--- src/rtl/alu_arbiter.sv ---
// rtl/alu_arbiter.sv - round-robin arbiter sharing one tinyalu between requesters
module alu_arbiter #(
    parameter int N_REQ   = 4,
    parameter int ID_W    = 2,
    parameter int TIMEOUT = 15
) (
    input  logic                 clk,
    input  logic                 reset_n,
    input  logic [N_REQ-1:0]     req_valid,
    output logic [N_REQ-1:0]     req_ready,
    input  logic [8*N_REQ-1:0]   req_A,
    input  logic [8*N_REQ-1:0]   req_B,
    input  logic [3*N_REQ-1:0]   req_op,
    output logic                 rsp_valid,
    output logic [ID_W-1:0]      rsp_id,
    output logic [15:0]          rsp_result,
    output logic                 rsp_err,
    output logic [7:0]           alu_A,
    output logic [7:0]           alu_B,
    output logic [2:0]           alu_op,
    output logic                 alu_start,
    input  logic                 alu_done,
    input  logic [15:0]          alu_result
);

    localparam int CNT_W = $clog2(TIMEOUT + 1);

    typedef enum logic [1:0] {IDLE, BUSY, RESP} state_t;

    state_t            state;
    state_t            state_next;
    logic [ID_W-1:0]   ptr;
    logic [ID_W-1:0]   ptr_next;
    logic [ID_W-1:0]   grant_id;
    logic              grant_found;
    logic [7:0]        sel_a;
    logic [7:0]        sel_b;
    logic [2:0]        sel_op;
    logic [7:0]        lat_a;
    logic [7:0]        lat_b;
    logic [2:0]        lat_op;
    logic [ID_W-1:0]   lat_id;
    logic [15:0]       res;
    logic              err;
    logic [CNT_W-1:0]  cnt;
    logic              timeout_hit;
    int                j;

    // Round-robin search: first valid requester at or above the pointer, wrapping at N_REQ
    always_comb begin
        grant_found = 1'b0;
        grant_id    = '0;
        ptr_next    = ptr;
        sel_a       = 8'h00;
        sel_b       = 8'h00;
        sel_op      = 3'b000;
        j           = 0;
        for (int k = 0; k < N_REQ; k++) begin
            j = int'(ptr) + k;
            if (j >= N_REQ) begin
                j = j - N_REQ;
            end
            if (!grant_found && req_valid[j]) begin
                grant_found = 1'b1;
                grant_id    = ID_W'(j);
                ptr_next    = (j + 1 == N_REQ) ? '0 : ID_W'(j + 1);
                sel_a       = req_A[j*8 +: 8];
                sel_b       = req_B[j*8 +: 8];
                sel_op      = req_op[j*3 +: 3];
            end
        end
    end

    assign timeout_hit = ((cnt + 1'b1) == CNT_W'(TIMEOUT));

    // State register; reset drops alu_start immediately because outputs decode the state
    always_ff @(posedge clk or negedge reset_n) begin
        if (!reset_n) begin
            state <= IDLE;
        end else begin
            state <= state_next;
        end
    end

    // Next-state decode and output generation; response fields are zero outside RESP
    always_comb begin
        state_next = state;
        req_ready  = '0;
        alu_start  = 1'b0;
        rsp_valid  = 1'b0;
        rsp_id     = '0;
        rsp_result = 16'h0000;
        rsp_err    = 1'b0;
        alu_A      = lat_a;
        alu_B      = lat_b;
        alu_op     = lat_op;
        case (state)
            IDLE: begin
                if (grant_found && reset_n) begin
                    req_ready  = N_REQ'(1) << grant_id;
                end
                if (grant_found) begin
                    state_next = (sel_op == 3'b000) ? RESP : BUSY;
                end
            end
            BUSY: begin
                alu_start = 1'b1;
                if (alu_done || timeout_hit) begin
                    state_next = RESP;
                end
            end
            RESP: begin
                rsp_valid  = 1'b1;
                rsp_id     = lat_id;
                rsp_result = res;
                rsp_err    = err;
                state_next = IDLE;
            end
            default: state_next = IDLE;
        endcase
    end

    // Operand latch, pointer advance, BUSY cycle counter and result capture
    always_ff @(posedge clk or negedge reset_n) begin
        if (!reset_n) begin
            ptr    <= '0;
            lat_a  <= 8'h00;
            lat_b  <= 8'h00;
            lat_op <= 3'b000;
            lat_id <= '0;
            res    <= 16'h0000;
            err    <= 1'b0;
            cnt    <= '0;
        end else begin
            case (state)
                IDLE: begin
                    cnt <= '0;
                    if (grant_found) begin
                        lat_a  <= sel_a;
                        lat_b  <= sel_b;
                        lat_op <= sel_op[2] ? 3'b100 : sel_op;
                        lat_id <= grant_id;
                        ptr    <= ptr_next;
                        res    <= 16'h0000;
                        err    <= 1'b0;
                    end
                end
                BUSY: begin
                    cnt <= cnt + 1'b1;
                    if (alu_done) begin
                        res <= alu_result;
                        err <= 1'b0;
                    end else if (timeout_hit) begin
                        res <= 16'h0000;
                        err <= 1'b1;
                    end
                end
                default: begin
                    cnt <= '0;
                end
            endcase
        end
    end

endmodule
--- config.mk ---
export PLATFORM = sky130hd
export DESIGN_NAME = alu_arbiter
export DESIGN_NICKNAME = d
export VERILOG_FILES = /design/src/rtl/alu_arbiter.sv
export SDC_FILE = /design/constraint.sdc
export NUM_CORES = 1
export LEC_CHECK = 0
export CELL_PAD_IN_SITES_DETAIL_PLACEMENT = 1
export CELL_PAD_IN_SITES_GLOBAL_PLACEMENT = 1
export CORE_MARGIN = 1.5
export CORE_UTILIZATION = 41
export DETAILED_ROUTE_END_ITERATION = 8
export GPL_TIMING_DRIVEN = 0
export MAX_ROUTING_LAYER = met4
export PLACE_DENSITY_LB_ADDON = 0.1
export SYNTH_ARGS = -nofsm -noshare
export SYNTH_HDL_FRONTEND = slang
export SYNTH_SLANG_ARGS = --single-unit
--- constraint.sdc ---
create_clock -name clk -period 8.1 [get_ports clk]
set_input_delay 1.62 -clock clk [delete_from_list [all_inputs] [get_ports clk]]
set_output_delay 1.62 -clock clk [all_outputs]
set_load 0.02 [all_outputs]
==> impl_metrics.env, run 1 <==
export IMPL_fin_setup_tns_ns=0
export IMPL_core_area_mm2=0.0132
export IMPL_fin_crit_ns=6.48
export IMPL_cp_arrival_ns=4.86
export IMPL_slew_violations=0
export IMPL_grt_overflow_total=0
export IMPL_grtUsageMet3=0.0442
export IMPL_drt_first_iter_violations=572
export IMPL_grt_pass1_wl_um=37100
export IMPL_synth_edf_count=0
export IMPL_syn_cell_area_mm2=0.00558
export IMPL_io_buffers=140
export IMPL_grt_setup_unrepaired="no"
export IMPL_drtAntennaViolNets=0
export IMPL_worst_r2r_startpoint="ptr[1]$_DFFE_PN0P_"
export IMPL_clkSinkCount=46
export IMPL_cts_made_buffers=5
export IMPL_crit_chain="clkbuf_1 -> inv_1 -> clkbuf_1 -> ha_1 -> buf_2 -> mux4_2 -> inv_1 -> nor2_2 -> nor2_1 -> xnor2_1 -> nand3_1 -> nor2_1 -> clkdlybuf4s50_1"
export IMPL_grt_max_degree=35
export IMPL_drc=0
export IMPL_min_delay_worst_endpoint="alu_A[6]$_DFFE_PN0P_"
export IMPL_die_area_mm2=0.0143
export IMPL_critical_path_class="flop to primary output"
export IMPL_ys_seq_area_frac=0.206
export IMPL_max_freq_mhz=154
export IMPL_wl_um=23800
export IMPL_cts_resized=0
export IMPL_yosys_most_used_dff="dfrtp_1"
export IMPL_first_pass_iters=6
export IMPL_syn_to_final_growth_pct=31.9
export IMPL_syn_nets=738
export IMPL_hold_violations=0
export IMPL_critPathBufInv=6
export IMPL_hold_start="alu_A[6]$_DFFE_PN0P_"
export IMPL_cpMaxStageDelayCell="clkbuf_1"
export IMPL_ys_warn_count=0
export IMPL_grt_pass1_vias=6614
export IMPL_hpwl_um=17900
export IMPL_hold_depth=2
export IMPL_critPathRequiredTime_ns=6.48
export IMPL_synthDominantCellAreaShare=0.206
export IMPL_slowest_delay_ns=0.73
export IMPL_met1_usage=0.450
export IMPL_slew_headroom=0.137
export IMPL_tightest_slew_ns=1.28
export IMPL_muxShareOfSynthArea=0.309
export IMPL_synth_most_common_cell="mux2i_1"
export IMPL_synthXorXnorAreaFrac=0.00784
export IMPL_yosysUniqueCellTypes=67
export IMPL_p_leak_nw=2.84
export IMPL_maxCapViolCount=0
export IMPL_synthArstFlopShare=1.00
export IMPL_antenna_found_initial=0
export IMPL_synth_top_family_by_area="multiplexers"
export IMPL_start_kind="flop"
export IMPL_num_rows=42
export IMPL_endpoint_kind="primary output"
export IMPL_status="complete, no violations"
export IMPL_via_count=6277
export IMPL_met2_usage=0.556
export IMPL_cp_max_fo=13
export IMPL_yosys_area_share_adder=0.0269
export IMPL_yosys_area_share_simple=0.166
export IMPL_synthTopCellsByCount="mux2i_1, nor2_1, dfrtp_1"
export IMPL_reg2reg_depth=16
export IMPL_hold_class="flop to flop"
export IMPL_clkTransAtPathRegs_ns=0.07
export IMPL_ys_seq_elements=46
export IMPL_gp_congestion=0.943
export IMPL_dieWidth_um=120
export IMPL_initial_core_util=0.422
export IMPL_fin_skew_ns=0.00788
export IMPL_pin_count=143
export IMPL_peakVddDrop_mv=0.213
export IMPL_synth_top_area_cell="dfrtp_1"
export IMPL_synth_compound_area_share=0.219
export IMPL_antenna_cells=0
export IMPL_final_layout_size_suffix_gt1_frac=0.142
export IMPL_fin_area_mm2=0.00737
export IMPL_critPathTopFamily="buffers and inverters"
export IMPL_cts_hold_buf=0
export IMPL_clock_path_buffers=2
export IMPL_grt_busiest_layer="met2"
export IMPL_synthTopCellsByArea="dfrtp_1, mux4_2, mux2i_1"
export IMPL_postSynthAreaPerCell_um2=8.91
export IMPL_viasPerCell=6.59
export IMPL_power_density_mw_per_mm2=424
export IMPL_worstReg2RegEnd="state[0]$_DFFE_PN0P_"
export IMPL_cts_tree="yes"
export IMPL_grt_use_total=0.342
export IMPL_final_core_utilization=0.556
export IMPL_cts_max_level=2
export IMPL_reg2reg_slack_ns=2.91
export IMPL_final_nets=886
export IMPL_clockRootBuffer="clkbuf_16"
export IMPL_chipHeight_um=120
export IMPL_dpl_cell_area_mm2=0.00722
export IMPL_fin_crit_sh=0.800
export IMPL_synth_cells=627
export IMPL_setup_viol=0
export IMPL_clock_latency_ns=0.30
export IMPL_postCtsSetupRepairBufs=0
export IMPL_detail_route_wl_per_cell_um=25.0
==> cell families (layout without fill, tap and decap cells) <==
logic type                 count (synthesis)  in the layout
muxes                                    130            130
other                                      1              1
buffers and inverters                     73            222
AOI/OAI and AO/OA                        173            173
xor gates and xnor gates                   5              5
and+or+nand+nor                          187            187
DFF                                       46             46
adders and majority gates                 12             12
==> worst min-delay path, cell delays in order (launching register included) <==
cell and delay [ns]:
dfrtp_1 0.34, nand2_1 0.05, o21ai_0 0.06
==> worst max path at each step <==
stage,from,endpoint,depth (start not counted),slack [ns]
after floorplan,req_valid[3],req_ready[1],8,3.06
after global placement,reset_n,req_ready[0],4,1.69
after detailed placement,req_valid[3],req_ready[3],10,1.75
after CTS,ptr[1]$_DFFE_PN0P_,req_ready[3],13,1.70
after global routing,ptr[1]$_DFFE_PN0P_,req_ready[3],13,1.40
final,ptr[1]$_DFFE_PN0P_,req_ready[3],13,1.62
==> power by group <==
group | total, mW | switching (mW) | internal (mW)
logic | 2.51 | 1.53 | 0.978
clock network | 0.214 | 0.0991 | 0.115
registers | 0.399 | 0.0694 | 0.329
==> state kept, by name, summed over array words and instances (netlist names) <==
| signal | cells |
|---|---|
| alu_A | 8 |
| alu_B | 8 |
| alu_op | 3 |
| cnt | 4 |
| err | 1 |
| lat_id | 2 |
| ptr | 2 |
| res | 16 |
| state | 2 |
==> through the flow <==
step,instances,worst slack [ns],total power [mW],hold WS [ns]
floorplan,627,3.06,2.01,0.438
global placement,943,1.69,2.77,0.459
detailed placement,944,1.75,2.84,0.477
CTS,952,1.70,3.06,0.492
global route,952,1.40,3.28,0.525
finish,952,1.62,3.12,0.484
==> cell type report <==
| class | count | area (um^2) |
|---|---|---|
| Sequential cell | 46 | 1150 |
| Clock inverter | 3 | 21.3 |
| Multi-Input combinational cell | 508 | 4070 |
| Inverter | 15 | 56.3 |
| Timing Repair Buffer | 141 | 1420 |
| Tap cell | 176 | 220 |
| Buffer | 58 | 303 |
| Clock buffer | 5 | 125 |
| Fill cell | 1583 | 5880 |
==> metal layers <==
layer / vias to the layer above / share of wire
li1: 2700 / -
met1: 3162 / 0.42
met2: 370 / 0.48
met3: 45 / 0.079
met4: 0 / 0.018
met5: - / 0
==> placed cells by master, fill, tap and decap left out, drive strengths merged, types with 4 or more instances in the layout <==
| master | instances |
|---|---|
| clkdlybuf4s50 | 139 |
| mux2i | 66 |
| nor2 | 65 |
| dfrtp | 46 |
| nand2 | 43 |
| a21oi | 39 |
| mux2 | 34 |
| buf | 33 |
| clkbuf | 32 |
| mux4 | 30 |
| and2 | 20 |
| a31oi | 20 |
| a22o | 18 |
| o2111ai | 16 |
| o22ai | 16 |
| inv | 15 |
| o21ai | 14 |
| ha | 12 |
| nand3 | 9 |
| nand2b | 8 |
| o31ai | 8 |
| nor3 | 7 |
| nor2b | 7 |
| o221ai | 5 |
| nand3b | 4 |
| a32oi | 4 |
| a221oi | 4 |
| o211ai | 4 |
No activity file was read; power rests on OpenSTA's default activity.
==> run 2, diff against run 1 <==
CORE_UTILIZATION = 34   (was 41)
clock period = 5.8 ns   (was 8.1 ns; I/O delays follow)
==> impl_metrics.env, run 2 (synthesis gave the netlist of run 1 again) <==
export IMPL_grt_max_degree=37
export IMPL_io_buffers=140
export IMPL_endpoint_kind="primary output"
export IMPL_grt_overflow_total=0
export IMPL_hpwl_um=17800
export IMPL_maxCapViolCount=0
export IMPL_status="complete, no violations"
export IMPL_clockRootBuffer="clkbuf_16"
export IMPL_clkSinkCount=46
export IMPL_drtAntennaViolNets=0
export IMPL_cts_hold_buf=0
export IMPL_grt_pass1_vias=6356
export IMPL_cp_max_fo=10
export IMPL_fin_crit_sh=0.951
export IMPL_max_freq_mhz=181
export IMPL_instances_no_fill=994
export IMPL_clock_latency_ns=0.31
export IMPL_regMostFlops="res"
export IMPL_slew_violations=0
export IMPL_slew_headroom=0.431
export IMPL_cts_tree="yes"
export IMPL_wl_um=23800
export IMPL_grt_setup_unrepaired="no"
export IMPL_power_density_mw_per_mm2=577
export IMPL_multi_input_area_mm2=0.00407
export IMPL_cpMaxStageDelayCell="clkdlybuf4s50_1"
export IMPL_cts_max_level=2
export IMPL_hold_violations=0
export IMPL_dieWidth_um=131
export IMPL_cts_made_buffers=5
export IMPL_final_cell_mix="clkdlybuf4s50_1, mux2i_1, nor2_1"
export IMPL_antenna_cells=0
export IMPL_seqCellArea_mm2=0.00115
export IMPL_layout_commonest_cell="clkdlybuf4s50_1"
export IMPL_pre_cts_ws_ns=0.187
export IMPL_chipHeight_um=131
export IMPL_pin_count=143
export IMPL_clkTransAtPathRegs_ns=0.07
export IMPL_initial_core_util=0.350
export IMPL_peakVddDrop_mv=0.236
export IMPL_grt_pass1_wl_um=37300
export IMPL_p_leak_nw=2.86
export IMPL_tightest_slew_ns=0.853
export IMPL_grt_use_total=0.283
export IMPL_num_rows=46
export IMPL_critPathRequiredTime_ns=4.64
export IMPL_wl_met3_um=1260
export IMPL_drc=0
export IMPL_nFillCells=1903
export IMPL_cp_arrival_ns=4.35
export IMPL_final_layout_size_suffix_gt1_frac=0.149
export IMPL_fin_ws_ns=0.285
export IMPL_fin_crit_ns=5.51
export IMPL_gp_congestion=0.920
export IMPL_route_met2_wl_um=11400
export IMPL_start_kind="flop"
export IMPL_setup_viol=0
export IMPL_largest_register_ffs=16
export IMPL_fin_skew_ns=0.00810
export IMPL_crit_chain="buf_6 -> buf_12 -> buf_12 -> buf_4 -> clkinvlp_4 -> ha_1 -> buf_2 -> mux4_2 -> inv_1 -> nor2_2 -> nor2_1 -> xnor2_1 -> nand3_1 -> nor2_1 -> clkdlybuf4s50_1"
export IMPL_final_nets=888
export IMPL_final_core_utilization=0.467
export IMPL_routed_top_layer="met4"
export IMPL_viasPerCell=6.02
export IMPL_fin_setup_tns_ns=0
export IMPL_slowest_delay_ns=0.63
export IMPL_detail_route_wl_per_cell_um=23.9
export IMPL_first_pass_iters=5
export IMPL_clock_path_buffers=2
export IMPL_met1Wirelength_um=10700
export IMPL_critical_path_class="flop to primary output"
export IMPL_via_count=5987
export IMPL_hold_class="flop to flop"
export IMPL_dpl_cell_count=984
export IMPL_die_area_mm2=0.0172
export IMPL_drt_first_iter_violations=367
export IMPL_antenna_found_initial=0
export IMPL_syn_to_final_growth_pct=33.4
export IMPL_core_area_mm2=0.0159
## run 2: layout make-up
| class | instances | share of cell area |
|---|---|---|
| Multi-Input combinational cell | 508 | 0.547 |
| Tap cell | 216 | 0.0363 |
| Sequential cell | 46 | 0.155 |
| Clock inverter | 3 | 0.00319 |
| Clock buffer | 5 | 0.0168 |
| Buffer | 57 | 0.0402 |
| Timing Repair Buffer | 144 | 0.193 |
| Inverter | 15 | 0.00857 |
## run 2: repair_timing
item                                    4_1_cts  5_1_grt
pin swaps                                     0        0
gates resized for setup                       2        2
buffers inserted                              2        0
endpoints found under the setup margin        4        3
## run 2: path summary, 6_finish.rpt
kind                                    startpoint  cells past startpoint                    to  slack [ns]
worst min-delay path               err$_DFFE_PN0P_                      2       err$_DFFE_PN0P_        0.47
max in group asynchronous                  reset_n                      2    ptr[0]$_DFFE_PN0P_        4.52
min in group asynchronous                  reset_n                      1    res[3]$_DFFE_PN0P_        0.74
worst min register to register     err$_DFFE_PN0P_                      2       err$_DFFE_PN0P_        0.47
worst max-delay path            ptr[0]$_DFFE_PN0P_                     15          req_ready[3]        0.29
worst max register to register  ptr[0]$_DFFE_PN0P_                     18  state[0]$_DFFE_PN0P_        1.15
## run 2: worst max-delay path: cells and delay by family (launching register included)
| family | cells | cell delay [ns] |
|---|---|---|
| xor gates and xnor gates | 1 | 0.25 |
| adders and majority gates | 1 | 0.28 |
| buffers and inverters | 8 | 1.90 |
| DFF | 1 | 0.44 |
| muxes | 1 | 0.59 |
| and+or+nand+nor | 4 | 0.58 |
## run 2: where the power goes
part	leakage, nW	switching [mW]	internal, mW
clock	0.0664	0.148	0.162
sequential	0.576	0.0944	0.460
combinational	2.22	2.06	1.37
total	2.86	2.30	2.00
## run 2: per-layer routing
metal / global-route usage / vias to the layer above
met5: - / -
met4: 0.0718 / 0
met3: 0.0421 / 33
met2: 0.469 / 228
met1: 0.364 / 3021
li1: - / 2705
## run 2: per-stage QoR
step / power (mW) / area [um^2] / hold slack, ns
final: 4.30 / 7450 / 0.474
after global routing: 4.60 / 7450 / 0.516
after CTS: 4.28 / 7440 / 0.479
after detailed placement: 3.94 / 7270 / 0.463
after global placement: 3.86 / 7260 / 0.454
after floorplan: 2.81 / 5580 / 0.438
==> run 3, diff against run 2 <==
CAP_MARGIN = 20   (was default)
==> impl_metrics.env, run 3 (synthesis gave the netlist of run 1 again) <==
export IMPL_clock_path_buffers=2
export IMPL_critical_path_class="flop to primary output"
export IMPL_grt_max_degree=37
export IMPL_critPathBufInv=8
export IMPL_endpoint_kind="primary output"
export IMPL_first_pass_iters=5
export IMPL_fin_area_mm2=0.00747
export IMPL_grt_setup_unrepaired="no"
export IMPL_slew_headroom=0.409
export IMPL_largest_register_ffs=16
export IMPL_reg2reg_depth=18
export IMPL_crit_top_cell="buf_12"
export IMPL_gp_congestion=0.920
export IMPL_fin_crit_sh=0.957
export IMPL_grt_overflow_total=0
export IMPL_tightest_slew_ns=0.886
export IMPL_clkSinkCount=46
export IMPL_drc=0
export IMPL_detail_route_wl_per_cell_um=23.9
export IMPL_cts_tree="yes"
export IMPL_final_nets=891
export IMPL_dpl_cell_area_mm2=0.00728
export IMPL_layout_commonest_cell="clkdlybuf4s50_1"
export IMPL_hold_class="flop to flop"
export IMPL_peakVddDrop_mv=0.263
export IMPL_slowest_delay_ns=0.63
export IMPL_chipHeight_um=131
export IMPL_cts_max_level=2
export IMPL_nFillCells=1878
export IMPL_crit_end="req_ready[1]"
export IMPL_drtAntennaViolNets=0
export IMPL_dieWidth_um=131
export IMPL_status="complete, no violations"
export IMPL_via_count=5994
export IMPL_maxCapViolCount=0
export IMPL_p_leak_nw=2.86
export IMPL_reg2reg_slack_ns=1.16
export IMPL_die_area_mm2=0.0172
export IMPL_pin_count=143
export IMPL_clockRootBuffer="clkbuf_16"
export IMPL_cts_hold_buf=0
export IMPL_final_layout_size_suffix_gt1_frac=0.152
export IMPL_hpwl_um=17800
export IMPL_crit_path_start="ptr[0]$_DFFE_PN0P_"
export IMPL_hold_violations=0
export IMPL_syn_to_final_growth_pct=33.8
export IMPL_final_cell_mix="clkdlybuf4s50_1, mux2i_1, nor2_1"
export IMPL_setup_viol=0
export IMPL_crit_chain="buf_6 -> buf_12 -> buf_12 -> buf_4 -> clkinvlp_4 -> ha_1 -> buf_2 -> mux4_2 -> inv_1 -> nor2_2 -> nor2_1 -> xnor2_1 -> nand3_1 -> nor2b_1 -> clkdlybuf4s50_1"
export IMPL_io_buffers=140
export IMPL_cp_max_fo=10
export IMPL_slew_violations=0
export IMPL_worst_r2r_startpoint="ptr[0]$_DFFE_PN0P_"
export IMPL_cpMaxStageDelayCell="clkdlybuf4s50_1"
export IMPL_cp_arrival_ns=4.39
export IMPL_critPathTopFamily="buffers and inverters"
export IMPL_regMostFlops="res"
export IMPL_antenna_cells=0
export IMPL_max_freq_mhz=180
export IMPL_drt_first_iter_violations=493
export IMPL_grt_use_total=0.283
export IMPL_start_kind="flop"
export IMPL_grt_pass1_wl_um=37400
export IMPL_fin_crit_ns=5.55
export IMPL_wl_um=23800
export IMPL_worstReg2RegEnd="state[1]$_DFFE_PN0P_"
export IMPL_clock_latency_ns=0.30
export IMPL_initial_core_util=0.350
export IMPL_cts_made_buffers=5
export IMPL_viasPerCell=6.01
export IMPL_fin_skew_ns=0.00236
export IMPL_antenna_found_initial=0
export IMPL_cp_depth=15
export IMPL_core_area_mm2=0.0159
export IMPL_num_rows=46
export IMPL_critPathRequiredTime_ns=4.64
export IMPL_clkTransAtPathRegs_ns=0.07
export IMPL_grt_pass1_vias=6319
export IMPL_fin_setup_tns_ns=0
export IMPL_power_density_mw_per_mm2=580
==> run 3: changes by cell type in the layout (fill, tap and decap cells not counted), sizes merged <==
cell / change
clkinv: +1
clkinvlp: -1
clkdlybuf4s50: +1
dlymetal6s2s: -1
buf: +3
==> run 3: metal layers <==
layer,part of all wire,vias up,GRT usage
met4,0.016,0,0.0699
li1,-,2719,-
met3,0.056,28,0.0324
met5,0,-,-
met2,0.48,245,0.468
met1,0.45,3002,0.371
==> run 3: worst min-delay path by stage <==
stage,slack [ns],depth (start not counted),start,to
finish,0.47,2,err$_DFFE_PN0P_,err$_DFFE_PN0P_
global route,0.51,1,res[13]$_DFFE_PN0P_,res[13]$_DFFE_PN0P_
CTS,0.48,2,err$_DFFE_PN0P_,err$_DFFE_PN0P_
detailed placement,0.46,2,err$_DFFE_PN0P_,err$_DFFE_PN0P_
global placement,0.45,2,lat_id[0]$_DFFE_PN0P_,lat_id[0]$_DFFE_PN0P_
floorplan,0.44,2,lat_id[0]$_DFFE_PN0P_,lat_id[0]$_DFFE_PN0P_
==> run 3: timing repair <==
action / CTS / global route
setup endpoints to repair: 2 / 4
resized for setup: 0 / 3
buffers inserted: 0 / 5
==> run 3: stage by stage <==
stage	instances	hold slack (ns)	total power [mW]	utilization	worst slack (ns)
3_3_place_gp	983	0.454	3.86	0.455	0.143
5_1_grt	997	0.513	4.63	0.469	0.00934
6_report	997	0.472	4.33	0.469	0.251
4_1_cts	992	0.480	4.26	0.466	0.0365
3_5_place_dp	985	0.463	3.94	0.457	0.248
2_1_floorplan	627	0.438	2.81	-	1.53
==> run 3: worst register-to-register path, delay by kind of cell, from the launching register on <==
| family | cells | cell delay (ns) |
|---|---|---|
| buffers and inverters | 8 | 1.94 |
| AND/OR/NAND/NOR | 3 | 0.50 |
| flip-flops | 1 | 0.45 |
| adder cells (fa/ha/maj) | 2 | 0.63 |
| AO/OA/AOI/OAI | 5 | 1.00 |
==> run 3: power by group <==
| group | total, mW | switching (mW) | internal, mW |
|---|---|---|---|
| clock network | 0.314 | 0.151 | 0.163 |
| registers | 0.556 | 0.0961 | 0.460 |
| logic | 3.46 | 2.07 | 1.39 |
==> run 3: final cells by class <==
type,instances,area (um^2),share of cell area
Sequential cell,46,1150,0.154
Inverter,15,63.8,0.00854
Clock inverter,3,25.0,0.00335
Buffer,57,299,0.0400
Clock buffer,5,125,0.0167
Timing Repair Buffer,147,1460,0.196
Tap cell,216,270,0.0362
Multi-Input combinational cell,508,4070,0.545
